### config.mk
export PLATFORM = sky130hd
export DESIGN_NAME = output_port_arbiter
export DESIGN_NICKNAME = d
export VERILOG_FILES = /design/src/rtl/output_port_arbiter.sv
export SDC_FILE = /design/constraint.sdc
export NUM_CORES = 1
export LEC_CHECK = 0
export ABC_AREA = 1
export BUFFER_PORTS_ARGS = -buffer_cell sky130_fd_sc_hd__buf_2
export CAP_MARGIN = 20
export CORE_MARGIN = 2
export CORE_UTILIZATION = 52
export DETAILED_ROUTE_END_ITERATION = 10
export GPL_ROUTABILITY_DRIVEN = 0
export PLACE_DENSITY = 0.94
export SLEW_MARGIN = 5
export SYNTH_ARGS = -nofsm -noshare
export SYNTH_HDL_FRONTEND = slang
export SYNTH_SLANG_ARGS = --single-unit
### constraint.sdc
create_clock -name clk -period 11.8 [get_ports clk]
set_input_delay 2.95 -clock clk [delete_from_list [all_inputs] [get_ports clk]]
set_output_delay 2.95 -clock clk [all_outputs]
set_load 0.005 [all_outputs]
### src/rtl/output_port_arbiter.sv
// Output-port arbiter: round-robin grant on head flits, wormhole lock until the
// owning packet's tail, and a one-entry registered output stage toward the link.
module output_port_arbiter #(
    parameter int N_PORTS    = 5,
    parameter int FLIT_WIDTH = 37,
    parameter int CNT_WIDTH  = 16
) (
    input  logic                          clk,
    input  logic                          arst,
    input  logic [N_PORTS-1:0]            req_valid_i,
    input  logic [N_PORTS*FLIT_WIDTH-1:0] req_flit_i,
    output logic [N_PORTS-1:0]            req_ready_o,
    output logic [FLIT_WIDTH-1:0]         flit_o,
    output logic                          valid_o,
    input  logic                          ready_i,
    output logic                          busy_o,
    output logic [CNT_WIDTH-1:0]          pkt_cnt_o
);

    localparam int PW = (N_PORTS > 1) ? $clog2(N_PORTS) : 1;

    typedef enum logic [1:0] {
        FT_HEAD      = 2'b00,
        FT_BODY      = 2'b01,
        FT_TAIL      = 2'b10,
        FT_HEAD_TAIL = 2'b11
    } flit_type_e;

    typedef enum logic {
        IDLE   = 1'b0,
        LOCKED = 1'b1
    } state_e;

    state_e                 state_q;
    logic [PW-1:0]          rr_ptr_q;
    logic [PW-1:0]          owner_q;
    logic [FLIT_WIDTH-1:0]  flit_q;
    logic                   valid_q;
    logic                   busy_q;
    logic [CNT_WIDTH-1:0]   cnt_q;

    logic                   can_load;
    logic [N_PORTS-1:0]     eligible;
    logic [2*N_PORTS-1:0]   rot_full;
    logic [N_PORTS-1:0]     rotated;
    logic                   found;
    int                     wsum;
    logic [PW-1:0]          winner;
    logic [PW-1:0]          sel;
    logic [N_PORTS-1:0]     grant;
    logic [FLIT_WIDTH-1:0]  sel_flit;
    flit_type_e             sel_type;
    logic                   xfer;

    assign can_load = !valid_q || ready_i;

    // Head and head_tail are exactly the types whose two type bits are equal.
    always_comb begin
        for (int i = 0; i < N_PORTS; i++) begin
            eligible[i] = req_valid_i[i] &&
                          (req_flit_i[i*FLIT_WIDTH + FLIT_WIDTH-1] ==
                           req_flit_i[i*FLIT_WIDTH + FLIT_WIDTH-2]);
        end
    end

    // Rotate so bit 0 is the port just after rr_ptr, then take the first set bit.
    always_comb begin
        // NOTE: every combinational output gets a default first so no latch is inferred.
        found    = 1'b0;
        wsum     = 0;
        winner   = '0;
        rot_full = {eligible, eligible} >> (int'(rr_ptr_q) + 1);
        rotated  = rot_full[N_PORTS-1:0];
        for (int j = 0; j < N_PORTS; j++) begin
            if (!found && rotated[j]) begin
                found = 1'b1;
                wsum  = int'(rr_ptr_q) + 1 + j;
            end
        end
        if (wsum >= N_PORTS) begin
            winner = PW'(wsum - N_PORTS);
        end else begin
            winner = PW'(wsum);
        end
    end

    always_comb begin
        grant = '0;
        if (can_load) begin
            case (state_q)
                IDLE:    if (found) grant[winner] = 1'b1;
                LOCKED:  grant[owner_q] = req_valid_i[owner_q];
                default: grant = '0;
            endcase
        end
    end

    assign sel         = (state_q == IDLE) ? winner : owner_q;
    assign sel_flit    = req_flit_i[sel*FLIT_WIDTH +: FLIT_WIDTH];
    assign sel_type    = flit_type_e'(sel_flit[FLIT_WIDTH-1 -: 2]);
    assign xfer        = |grant;
    assign req_ready_o = grant;

    // NOTE: sequential state uses non-blocking assignments so all registers
    // sample the same pre-edge values.
    always_ff @(posedge clk or negedge arst) begin
        if (!arst) begin
            state_q  <= IDLE;
            rr_ptr_q <= PW'(N_PORTS - 1);
            owner_q  <= '0;
            flit_q   <= '0;
            valid_q  <= 1'b0;
            busy_q   <= 1'b0;
            cnt_q    <= '0;
        end else begin
            if (xfer) begin
                flit_q  <= sel_flit;
                valid_q <= 1'b1;
            end else if (ready_i) begin
                valid_q <= 1'b0;
            end

            if (xfer) begin
                case (state_q)
                    IDLE: begin
                        rr_ptr_q <= winner;
                        if (sel_type == FT_HEAD) begin
                            state_q <= LOCKED;
                            owner_q <= winner;
                            busy_q  <= 1'b1;
                        end else begin
                            cnt_q <= cnt_q + CNT_WIDTH'(1);
                        end
                    end
                    LOCKED: begin
                        // A head arriving from the owner while locked is passed on as body.
                        if (sel_type == FT_TAIL) begin
                            state_q <= IDLE;
                            busy_q  <= 1'b0;
                            cnt_q   <= cnt_q + CNT_WIDTH'(1);
                        end
                    end
                    default: state_q <= IDLE;
                endcase
            end
        end
    end

    assign flit_o    = flit_q;
    assign valid_o   = valid_q;
    assign busy_o    = busy_q;
    assign pkt_cnt_o = cnt_q;

endmodule

Yosys cells after proc, flatten, opt, wreduce, memory -nomap -nowiden
Index checks and enable logic that the tools add are counted.
W data, S select, Z words.
{"block": "totals", "output_inout_bits": 60, "wordCells": 89, "ff_bits": 62}
{"block": "classes", "magnitude_cmp": 5, "multipliers": 1, "add_sub_neg": 7, "n_reduce_logical": 24, "n_bitwise": 2, "shifts": 2, "eq_ne": 9, "muxes": 32}
{"operator": "$shiftx A185 B10 Y37", "n": 1}
{"operator": "$mux W32", "n": 4}
{"operator": "$add A32 B3 Y32 const B", "n": 2}
{"operator": "$add A32 B2 Y32 const B", "n": 1}
{"operator": "$ge A32 B4 Y1 const B", "n": 1}
{"operator": "$mux W16", "n": 2}
{"operator": "$pmux W16 S2", "n": 1}
{"operator": "$shr A10 B32 Y5", "n": 1}
{"operator": "$add A16 B1 Y16 const B", "n": 1}
{"operator": "$mux W1", "n": 14}
{"operator": "$logic_and A1 B1 Y1", "n": 11}
{"operator": "$mux W5", "n": 2}
{"operator": "$pmux W5 S2", "n": 1}
{"operator": "$mul A3 B6 Y9 const B", "n": 1}
{"operator": "$reduce_and A3 Y1", "n": 3}
{"operator": "$lt A3 B4 Y1 const B", "n": 2}
{"operator": "$demux W1 S3", "n": 2}
{"operator": "$ge A3 B1 Y1 const B", "n": 2}
{"operator": "$mux W3", "n": 2}
{"operator": "$add A4 B3 Y5 const B", "n": 1}
{"operator": "$and A5 B5 Y5", "n": 1}
{"operator": "$eq A1 B1 Y1", "n": 5}
{"operator": "$logic_not A1 Y1", "n": 5}
{"operator": "$reduce_or A5 Y1", "n": 1}
{"operator": "other kinds (13)", "n": 15}

Longest topological paths before layout
Gate-level depths: netlist of run 1.
{"block": "logic_depth", "depth_word": 27, "mapped_depth": 35, "depth_no_buf": 34}

Worst setup path after synthesis of run 1
OpenSTA, ideal clock, no wires.
{"block": "synth_path", "path_type": "input to output", "startpoint": "input req_flit_i[147]", "endpoint": "output req_ready_o[0]", "slack_ns": 3.875, "path_stages": 26, "path_buffers": 0, "arrival_ns": 4.975, "cell_sequence": "inv_1 > nand2_1 > nand3_1 > nand2_1 > nand3_1 > nand3_2 > nand2_4 > nand2_2 > nor2_8 > nand2_1 > nand2_1 > nand2_1 > nand2_2 > inv_2 > ha_1 > inv_1 > nand2_1 > nand2_4 > nand3_4 > nand2_1 > nand2_1 > nor2_1 > nand2_1 > nand2_1 > nand2_1 > inv_1"}
{"block": "synth_between", "elab_chain_cells": 25, "word_cells_on_any_way": 32, "classes_between": "add/sub (1); order compare (3); eq/ne (1); shift (1); mux (16); reduce/logical (10)"}
{"element": "start: declaration", "line_no": "11", "rtl": "input logic [N_PORTS*FLIT_WIDTH-1:0] req_flit_i,"}
{"element": "$eq A1 B1 Y1 *", "line_no": "61", "rtl": "(req_flit_i[i*FLIT_WIDTH + FLIT_WIDTH-1] =="}
{"element": "$logic_and A1 B1 Y1 *", "line_no": "60", "rtl": "eligible[i] = req_valid_i[i] &&"}
{"element": "$shr A10 B32 Y5 *", "line_no": "72", "rtl": "rot_full = {eligible, eligible} >> (int'(rr_ptr_q) + 1);"}
{"element": "$mux W1", "line_no": "75", "rtl": "if (!found && rotated[j]) begin"}
{"element": "$logic_not A1 Y1", "line_no": "75"}
{"element": "$logic_and A1 B1 Y1", "line_no": "75"}
{"element": "$mux W1", "line_no": "75"}
{"element": "$logic_not A1 Y1", "line_no": "75"}
{"element": "[... 9 more ...]"}
{"element": "$mux W3", "line_no": "80", "rtl": "if (wsum >= N_PORTS) begin"}
{"element": "$lt A3 B4 Y1 (not written as such) or $ge A3 B1 Y1 (tied branches)", "line_no": "91", "rtl": "IDLE: if (found) grant[winner] = 1'b1;"}
{"element": "$logic_and A1 B1 Y1 (not written as such)", "line_no": "91"}
{"element": "$mux W1 (not written as such)", "line_no": "91"}
{"element": "$demux W1 S3", "line_no": "91"}
{"element": "$mux W5 *", "line_no": "91"}
{"element": "$pmux W5 S2 *", "line_no": "90", "rtl": "case (state_q)"}
{"element": "$mux W5 *", "line_no": "89", "rtl": "if (can_load) begin"}
{"element": "end: declaration", "line_no": "12", "rtl": "output logic [N_PORTS-1:0] req_ready_o,"}
Mark *: on every way between the ends. The rest lies on a longest branch, timed or not.

Final worst setup path of run 1
{"block": "layout_path", "startpoint": "input req_flit_i[73]", "endpoint": "output req_ready_o[1]"}
Same word-level chain as after synthesis.

==> results.sh, run 1 <==
export IMPL_worstPathRequired_ps=8850
export IMPL_powerDensity_mw_per_mm2=385
export IMPL_fmax_mhz=118
export IMPL_vias=6861
export IMPL_nets=1283
export IMPL_finClkSkew_ps=10.9
export IMPL_cts_tree="done"
export IMPL_ys_ff_latch=62
export IMPL_htreeDepth=3
export IMPL_die_x_um=107
export IMPL_initial_core_util=0.537
export IMPL_finalHoldViolations=0
export IMPL_core_area_mm2=0.0104
export IMPL_seq_area_frac_synth=0.279
export IMPL_grt_antenna_before_repair=5
export IMPL_mostFrequentLayoutCells="252 x buf_2, 231 x nand2_1, 105 x nand3_1, 95 x nor2_1, 84 x o21ai_0"
export IMPL_vdd_ir_drop_worst_mv=0.389
export IMPL_clock_sinks=62
export IMPL_syn_avg_cell_area_um2=6.44
export IMPL_netlist_instances=865
export IMPL_yosys_cell_types_count=39
export IMPL_r2r_start="rr_ptr_q[0]"
export IMPL_slew_violations=0
export IMPL_cts_resized_gates=0
export IMPL_area_growth_pct=26.1
export IMPL_cts_buffers=9
export IMPL_layout_drive_gt1_share=0.311
export IMPL_worstSkewPairLatency_ps=330
export IMPL_setup_viol=0
export IMPL_io_pins=253
export IMPL_cts_root_buf="clkbuf_8"
export IMPL_rsz0062_at_grt="no"
export IMPL_io_buffers=252
export IMPL_wire_per_inst_um=15.4
export IMPL_fin_cells=1228
export IMPL_cp_end_kind="output pin"
export IMPL_die_area_mm2=0.0116
export IMPL_drcViolationCount=0
export IMPL_clkSlewWorstSetupHoldPaths_ps=70
export IMPL_worstMarginPinSlew_ps=964
export IMPL_start_kind="primary input"
export IMPL_syn_area_mm2=0.00557
export IMPL_synth_main_ff_cell="dfrtp_1"
export IMPL_overflow=0
export IMPL_rows=37
export IMPL_critPathMaxFanout=5
export IMPL_fin_tns_setup_ps=0
export IMPL_slew_headroom=0.356
export IMPL_hp_class="register to register"
export IMPL_fp_dieH_um=107
export IMPL_grt_total_usage=0.328
export IMPL_period_share=0.717
export IMPL_cts_hold_buf=0
export IMPL_ys_warn_count=0
export IMPL_synth_edf_count=0
export IMPL_grt_pass1_wl_um=30400
export IMPL_post_cts_setup_buffers=0
export IMPL_placed_cells=1207
export IMPL_ant_nets=0
export IMPL_arrival_ps=5510
export IMPL_crit_start="req_flit_i[73]"
export IMPL_critPathKind="primary input to output pin"
export IMPL_drtIter0Drc=497
export IMPL_hpwl_um=14000
export IMPL_dr_pass1_iters=6
export IMPL_grt_pass1_vias=6460
export IMPL_leakage_uw=0.00385
export IMPL_min_delay_start="busy_o"
export IMPL_clock_path_buffers=2
export IMPL_post_route_min_period_ps=8460
export IMPL_synth_nets=1066
export IMPL_async_reset_ff_frac=1.00
export IMPL_max_cap_violations=0
export IMPL_layout_commonest_cell="buf_2"
export IMPL_status="completed"
export IMPL_grt_start_max_net_pins=76
export IMPL_via_per_inst=5.59
export IMPL_wirelength_um=18900
## cell families (layout without fill, tap and decap cells)
group / Yosys count / in the layout / synth area share
simple gates: 507 / 507 / 0.422
other cells: 0 / 5 / 0
flops: 62 / 62 / 0.279
buf+inv: 105 / 327 / 0.0816
compound gates: 165 / 165 / 0.171
xor+xnor: 18 / 18 / 0.0283
fa+ha+maj: 8 / 8 / 0.0180
## layer usage
layer | vias to the layer above | global-route usage | share of wire
met4 | 0 | 0.147 | 0.039
li1 | 3316 | - | -
met3 | 57 | 0.0793 | 0.085
met1 | 3151 | 0.382 | 0.38
met5 | - | 0 | 0
met2 | 337 | 0.569 | 0.50
## flip-flops by register name, indices dropped and copies added (netlist names)
name,count
valid_o,1
state_q,1
pkt_cnt_o,16
flit_o,37
rr_ptr_q,3
busy_o,1
owner_q,3
## power breakdown
| group | switching (uW) | internal (uW) |
|---|---|---|
| clock network | 83.9 | 124 |
| logic | 1450 | 673 |
| registers | 66.1 | 304 |
| total | 1600 | 1100 |
## layout make-up
type | count | area, um^2
sequential | 62 | 1550
clock buffer | 12 | 145
fill | 989 | 3350
timing repair buffer | 257 | 1300
tap | 136 | 170
multi-input combinational | 698 | 3570
antenna | 5 | 12.5
inverter | 54 | 203
clock inverter | 4 | 70.1
## synth_stat cells, types with 4 or more instances
master      n  share of area
xnor2_1     5         0.0079
nand2_2    24          0.027
o21ai_0    84          0.075
nand2_4     7          0.014
nand3_1   105          0.094
nor2_1     95          0.064
inv_2       8         0.0054
dfrtp_1    61           0.27
xor2_1     13          0.020
nand2_1   232           0.16
a21oi_1     6         0.0054
inv_1      46          0.031
nand3_2     7          0.013
a22oi_1    35          0.047
nand4_1    14          0.016
nor3_1      5         0.0045
nor2_2      7         0.0079
buf_4       5         0.0067
ha_1        8          0.018
buf_2       9         0.0081
clkbuf_1   32          0.022
buf_6       4         0.0081
o21ai_1    31          0.028
## metrics by stage
stage / hold slack [ps] / power (uW) / worst slack, ps / utilization / area (um^2)
global route: 504 / 2990 / 3000 / 0.677 / 7020
detailed placement: 470 / 2480 / 3370 / 0.655 / 6800
global placement: 464 / 2410 / 3500 / 0.655 / 6800
CTS: 486 / 2690 / 3360 / 0.676 / 7010
finish: 486 / 2710 / 3340 / 0.677 / 7020
floorplan: 464 / 2020 / 3870 / - / 5570
## critical path: stages
cell	delay, ps
buf_2	100
inv_1	70
nand2_1	50
nand2_1	100
nand3_1	120
nand3_1	110
o21a_1	130
nand2_1	70
nand2_1	170
inv_2	80
nand3_1	120
nor2_1	70
nor2_1	200
ha_1	230
nand2_1	100
nand2_4	100
nand3_4	80
nand2_1	80
nand2_1	80
nor2_1	130
nand2_1	70
nand2_1	50
nand2_1	80
inv_1	50
buf_2	100
## final timing paths
kind	end	slack, ps	cells after the start
setup / recovery	req_ready_o[1]	3340	25
hold / removal	busy_o	490	2
setup reg to reg	pkt_cnt_o[13]	6440	22
min in group asynchronous	flit_o[24]	2780	2
hold reg to reg	busy_o	490	2
max in group asynchronous	flit_o[8]	8450	2
Power figures use the tool's default switching activity.
==> run 2: changes to the inputs <==
--- a/config.mk
+++ b/config.mk
@@ -5,14 +5,14 @@
 export SDC_FILE = /design/constraint.sdc
 export NUM_CORES = 1
 export LEC_CHECK = 0
-export ABC_AREA = 1
+export ABC_AREA = 0
 export BUFFER_PORTS_ARGS = -buffer_cell sky130_fd_sc_hd__buf_2
 export CAP_MARGIN = 20
 export CORE_MARGIN = 2
-export CORE_UTILIZATION = 52
+export CORE_UTILIZATION = 48
 export DETAILED_ROUTE_END_ITERATION = 10
 export GPL_ROUTABILITY_DRIVEN = 0
-export PLACE_DENSITY = 0.94
+export PLACE_DENSITY = 0.89
 export SLEW_MARGIN = 5
 export SYNTH_ARGS = -nofsm -noshare
 export SYNTH_HDL_FRONTEND = slang
==> constraint.sdc (replaced) <==
create_clock -name clk -period 8 [get_ports clk]
set_input_delay 2 -clock clk [delete_from_list [all_inputs] [get_ports clk]]
set_output_delay 2 -clock clk [all_outputs]
set_load 0.005 [all_outputs]
==> results.sh, run 2 <==
export IMPL_fmax_mhz=129
export IMPL_finClkSkew_ps=13.0
export IMPL_async_reset_ff_frac=1.00
export IMPL_ys_warn_count=0
export IMPL_max_cap_violations=0
export IMPL_seq_area_frac_synth=0.288
export IMPL_core_area_mm2=0.0109
export IMPL_io_buffers=252
export IMPL_vias=6335
export IMPL_wire_per_inst_um=17.3
export IMPL_worstSkewPairLatency_ps=340
export IMPL_netlist_instances=700
export IMPL_cp_end_kind="output pin"
export IMPL_setup_viol=0
export IMPL_hpwl_um=13900
export IMPL_layout_drive_gt1_share=0.371
export IMPL_grt_total_usage=0.300
export IMPL_synth_area_leaders="dfrtp_1 28%, o21ai_0 7.0%, nand2_1 6.3%"
export IMPL_syn_area_mm2=0.00540
export IMPL_r2r_start="rr_ptr_q[0]"
export IMPL_timing_reg2reg_setup_slack_ps=2010
export IMPL_nets=1125
export IMPL_initial_core_util=0.496
export IMPL_cp_depth=16
export IMPL_ant_nets=0
export IMPL_worst_path_max_delay_cell="o211ai_4"
export IMPL_clkSlewWorstSetupHoldPaths_ps=70
export IMPL_slew_headroom=0.324
export IMPL_stdcell_area_mm2=0.00700
export IMPL_yosysMostFrequentCell="nand2_1"
export IMPL_overflow=0
export IMPL_r2r_end="pkt_cnt_o[1]"
export IMPL_slew_violations=0
export IMPL_period_share=0.969
export IMPL_setup_slack_ps=248
export IMPL_synth_top_cell_area_share=0.283
export IMPL_ff2ff_path_depth=16
export IMPL_worstMarginPinSlew_ps=1010
export IMPL_critPathMaxFanout=10
export IMPL_wirelength_um=18600
export IMPL_dr_pass1_iters=5
export IMPL_die_x_um=110
export IMPL_grt_pass1_vias=5722
export IMPL_cts_hold_buf=0
export IMPL_fillCellCount=957
export IMPL_mostFrequentLayoutCells="252 x buf_2, 91 x nand2_1, 76 x o21ai_0, 61 x dfrtp_1, 59 x nor2_1"
export IMPL_path_delay_family="compound AO/OA/AOI/OAI gates"
export IMPL_placed_cells=1053
export IMPL_htreeDepth=3
export IMPL_die_area_mm2=0.0121
export IMPL_worstPathRequired_ps=6000
export IMPL_cts_root_buf="clkbuf_8"
export IMPL_path_buf_inv=3
export IMPL_largest_reg_flops=37
export IMPL_critPathKind="primary input to output pin"
export IMPL_post_route_min_period_ps=7750
export IMPL_endpoint="req_ready_o[2]"
export IMPL_arrival_ps=5750
export IMPL_layout_commonest_cell="buf_2"
export IMPL_io_pins=253
export IMPL_clock_path_buffers=2
export IMPL_grt_pass1_wl_um=28400
export IMPL_via_per_inst=5.92
export IMPL_yosys_cell_types_count=80
export IMPL_cts_tree="done"
export IMPL_synth_edf_count=0
export IMPL_regArea_mm2=0.00155
export IMPL_hp_class="register to register"
export IMPL_status="completed"
export IMPL_dp_slack_ps=74.7
export IMPL_grt_start_max_net_pins=63
export IMPL_grt_antenna_before_repair=0
export IMPL_clock_sinks=62
export IMPL_drcViolationCount=0
export IMPL_synth_nets=901
export IMPL_crit_start="req_flit_i[147]"
export IMPL_cts_buffers=9
export IMPL_fin_cells=1070
export IMPL_finalHoldViolations=0
export IMPL_syn_avg_cell_area_um2=7.71
export IMPL_ys_ff_latch=62
export IMPL_multi_input_area_mm2=0.00362
export IMPL_drtIter0Drc=600
export IMPL_fp_dieH_um=110
export IMPL_postPlaceCellArea_mm2=0.00674
export IMPL_start_kind="primary input"
export IMPL_rows=38
export IMPL_critical_path_max_stage_delay_ps=340
export IMPL_crit_chain="buf_2 > xnor2_2 > nand2_1 > o211ai_4 > nor4_1 > and2_1 > a311o_1 > o22ai_2 > ha_1 > nand2b_1 > a211oi_4 > buf_4 > mux2i_1 > nand2_1 > a211oi_1 > buf_2"
export IMPL_synth_top_cell_by_area="dfrtp_1"
export IMPL_area_growth_pct=29.7
export IMPL_synth_main_ff_cell="dfrtp_1"
export IMPL_yosys_top_cells_count="91 x nand2_1, 76 x o21ai_0, 61 x dfrtp_1, 61 x nor2_1, 41 x a21oi_1"
[run 2: cell types whose count changed after synthesis, moves of 8 or more]
cell	change
a211oi_1	+8
a21oi_1	+35
inv_1	-38
mux2_2	+9
nand2_1	-141
nand2_2	-24
nand3_1	-93
nor2_1	-34
nor2b_1	+11
nor3_1	+33
nor4_2	+10
o21ai_0	-8
o21ai_1	-29
o22ai_1	+34
[run 2: metal layers]
| metal | vias up | track usage | wire, um |
|---|---|---|---|
| li1 | 3047 | - | - |
| met1 | 2907 | 0.372 | 7300 |
| met2 | 343 | 0.493 | 9140 |
| met3 | 38 | 0.0888 | 1710 |
| met4 | 0 | 0.110 | 407 |
| met5 | - | 0 | 0 |
[run 2: logic make-up after synthesis]
logic type,Yosys count,synth area share
compound gates,252,0.312
xor+xnor,22,0.0371
fa+ha+maj,8,0.0185
buf+inv,68,0.0573
flops,62,0.288
mux,15,0.0299
simple gates,273,0.258
[run 2: how the worst min path moves through the flow]
| stage | endpoint | cells after the start | from |
|---|---|---|---|
| after floorplan | pkt_cnt_o[15] | 1 | pkt_cnt_o[15] |
| after global placement | pkt_cnt_o[15] | 1 | pkt_cnt_o[15] |
| after detailed placement | pkt_cnt_o[15] | 1 | pkt_cnt_o[15] |
| after CTS | pkt_cnt_o[15] | 1 | pkt_cnt_o[15] |
| after global routing | flit_o[1] | 2 | flit_o[1] |
| final | pkt_cnt_o[15] | 1 | pkt_cnt_o[15] |
[run 2: area by class of cell]
cell class | instances | area share
Antenna cell | 1 | 0.000358
Clock buffer | 11 | 0.0202
Clock inverter | 5 | 0.00840
Inverter | 9 | 0.00483
Multi-Input combinational cell | 570 | 0.518
Sequential cell | 62 | 0.222
Tap cell | 140 | 0.0250
Timing Repair Buffer | 272 | 0.202
[run 2: repair_timing]
action	4_1_cts	5_1_grt
buffers inserted	0	0
setup endpoints to repair	0	5
resized for setup	0	8
[run 2: worst register-to-register path, delay by kind of cell (launching register included)]
family	cells	cell delay [ps]
fa+ha+maj	1	290
mux	1	310
simple gates	5	2030
compound gates	6	1740
flops	1	790
buf+inv	3	690
[run 2: stage by stage]
| stage | hold slack, ps | util | TNS [ps] |
|---|---|---|---|
| floorplan | 465 | - | 0 |
| global placement | 453 | 0.619 | 0 |
| detailed placement | 456 | 0.619 | 0 |
| CTS | 471 | 0.638 | 0 |
| global route | 493 | 0.642 | -81.5 |
| finish | 470 | 0.643 | 0 |
Power of run 2 is left out: the tool's default activity adds up to more than one toggle a clock period on the data nets, which glitch-free logic cannot reach.
==> run 3: changes to the inputs <==
==> constraint.sdc (replaced) <==
create_clock -name clk -period 8.3 [get_ports clk]
set_input_delay 2.075 -clock clk [delete_from_list [all_inputs] [get_ports clk]]
set_output_delay 2.075 -clock clk [all_outputs]
set_load 0.005 [all_outputs]
==> results.sh, run 3 (same netlist as run 2, synthesis figures left out) <==
export IMPL_htreeDepth=3
export IMPL_finClkSkew_ps=9.07
export IMPL_io_buffers=252
export IMPL_placed_cells=1049
export IMPL_fp_dieH_um=110
export IMPL_core_area_mm2=0.0109
export IMPL_worstPathRequired_ps=6230
export IMPL_grt_total_usage=0.297
export IMPL_layout_commonest_cell="buf_2"
export IMPL_crit_start="req_flit_i[183]"
export IMPL_setup_viol=0
export IMPL_cts_resized_gates=0
export IMPL_worst_path_max_delay_cell="a211oi_4"
export IMPL_worstMarginPinSlew_ps=997
export IMPL_min_delay_start="pkt_cnt_o[15]"
export IMPL_critPathMaxFanout=10
export IMPL_wirelength_um=18600
export IMPL_fmax_mhz=125
export IMPL_die_x_um=110
export IMPL_layout_drive_gt1_share=0.368
export IMPL_clock_sinks=62
export IMPL_finalHoldViolations=0
export IMPL_slew_violations=0
export IMPL_cp_end_kind="output pin"
export IMPL_ant_nets=0
export IMPL_grt_antenna_before_repair=2
export IMPL_post_cts_setup_buffers=0
export IMPL_worstSkewPairLatency_ps=330
export IMPL_start_kind="primary input"
export IMPL_clkSlewWorstSetupHoldPaths_ps=80
export IMPL_critPathKind="primary input to output pin"
export IMPL_r2r_start="rr_ptr_q[0]"
export IMPL_nets=1121
export IMPL_utilization=0.643
export IMPL_via_per_inst=5.98
export IMPL_max_cap_violations=0
export IMPL_die_area_mm2=0.0121
export IMPL_cts_hold_buf=0
export IMPL_drtIter0Drc=559
export IMPL_crit_chain="buf_2 > xnor2_1 > buf_4 > a22oi_1 > mux2i_2 > a211oi_4 > and2_1 > a311o_1 > o22ai_2 > ha_1 > nand2b_1 > a211oi_4 > buf_4 > mux2i_1 > nand2_1 > a211oi_1 > buf_2"
export IMPL_dr_pass1_iters=5
export IMPL_cts_buffers=9
export IMPL_hpwl_um=13900
export IMPL_fin_tns_setup_ps=0
export IMPL_mostFrequentLayoutCells="252 x buf_2, 91 x nand2_1, 76 x o21ai_0, 61 x dfrtp_1, 59 x nor2_1"
export IMPL_largest_reg_flops=37
export IMPL_arrival_ps=5910
export IMPL_drcViolationCount=0
export IMPL_cts_tree="done"
export IMPL_period_share=0.962
export IMPL_grt_start_max_net_pins=85
export IMPL_initial_core_util=0.496
export IMPL_clock_path_buffers=2
export IMPL_wire_per_inst_um=17.4
export IMPL_cts_root_buf="clkbuf_8"
export IMPL_fin_cells=1067
export IMPL_slew_headroom=0.334
export IMPL_critical_path_max_stage_delay_ps=520
export IMPL_io_pins=253
export IMPL_grt_pass1_wl_um=28000
export IMPL_post_route_min_period_ps=7980
export IMPL_grt_pass1_vias=5734
export IMPL_area_growth_pct=29.8
export IMPL_vias=6378
export IMPL_rows=38
export IMPL_status="completed"
export IMPL_hp_class="register to register"
export IMPL_overflow=0
run 3: changes by cell type in the layout (fill, tap and decap cells not counted), sizes merged:
cell    change
buf         -4
diode       +1
bufinv      +2
clkbuf      -2
run 3: worst paths after layout:
| kind | endpoint | slack [ps] | cells after the start |
|---|---|---|---|
| worst max register to register | pkt_cnt_o[6] | 2180 | 19 |
| min in group asynchronous | flit_o[24] | 1930 | 2 |
| worst max-delay path | req_ready_o[2] | 320 | 17 |
| worst min-delay path | pkt_cnt_o[15] | 470 | 1 |
| max in group asynchronous | owner_q[2] | 5820 | 2 |
| worst min register to register | pkt_cnt_o[15] | 470 | 1 |
run 3: per-layer routing:
metal  part of all wire  vias to the layer above  wire length [um]  global-route usage
met5                  0                        -                 0                   0
met4              0.034                        0               629               0.126
met3              0.096                       51              1780              0.0882
met2               0.48                      338              8880               0.480
met1               0.39                     2938              7270               0.368
li1                   -                     3051                 -                   -
run 3: stage by stage:
step	instance area [um^2]	setup slack [ps]	hold slack (ps)
after detailed placement	6710	101	456
after floorplan	5400	682	465
after global routing	7000	-13.3	496
final	7000	318	472
after global placement	6710	319	456
after CTS	6960	82.3	475
run 3: cell type report:
cell class | instances | area, um^2
Clock inverter | 7 | 123
Clock buffer | 9 | 124
Inverter | 9 | 33.8
Multi-Input combinational cell | 570 | 3610
Sequential cell | 62 | 1550
Antenna cell | 2 | 5.00
Timing Repair Buffer | 268 | 1380
Tap cell | 140 | 175
Fill cell | 955 | 3880
run 3: critical path, delay by kind of cell:
| kind | cells | cell delay [ps] |
|---|---|---|
| muxes | 2 | 540 |
| AOI/OAI and AO/OA | 6 | 1760 |
| xor gates and xnor gates | 1 | 110 |
| and+or+nand+nor | 3 | 560 |
| adders and majority gates | 1 | 230 |
| buffers and inverters | 4 | 620 |
Power of run 3 is left out for the same reason.
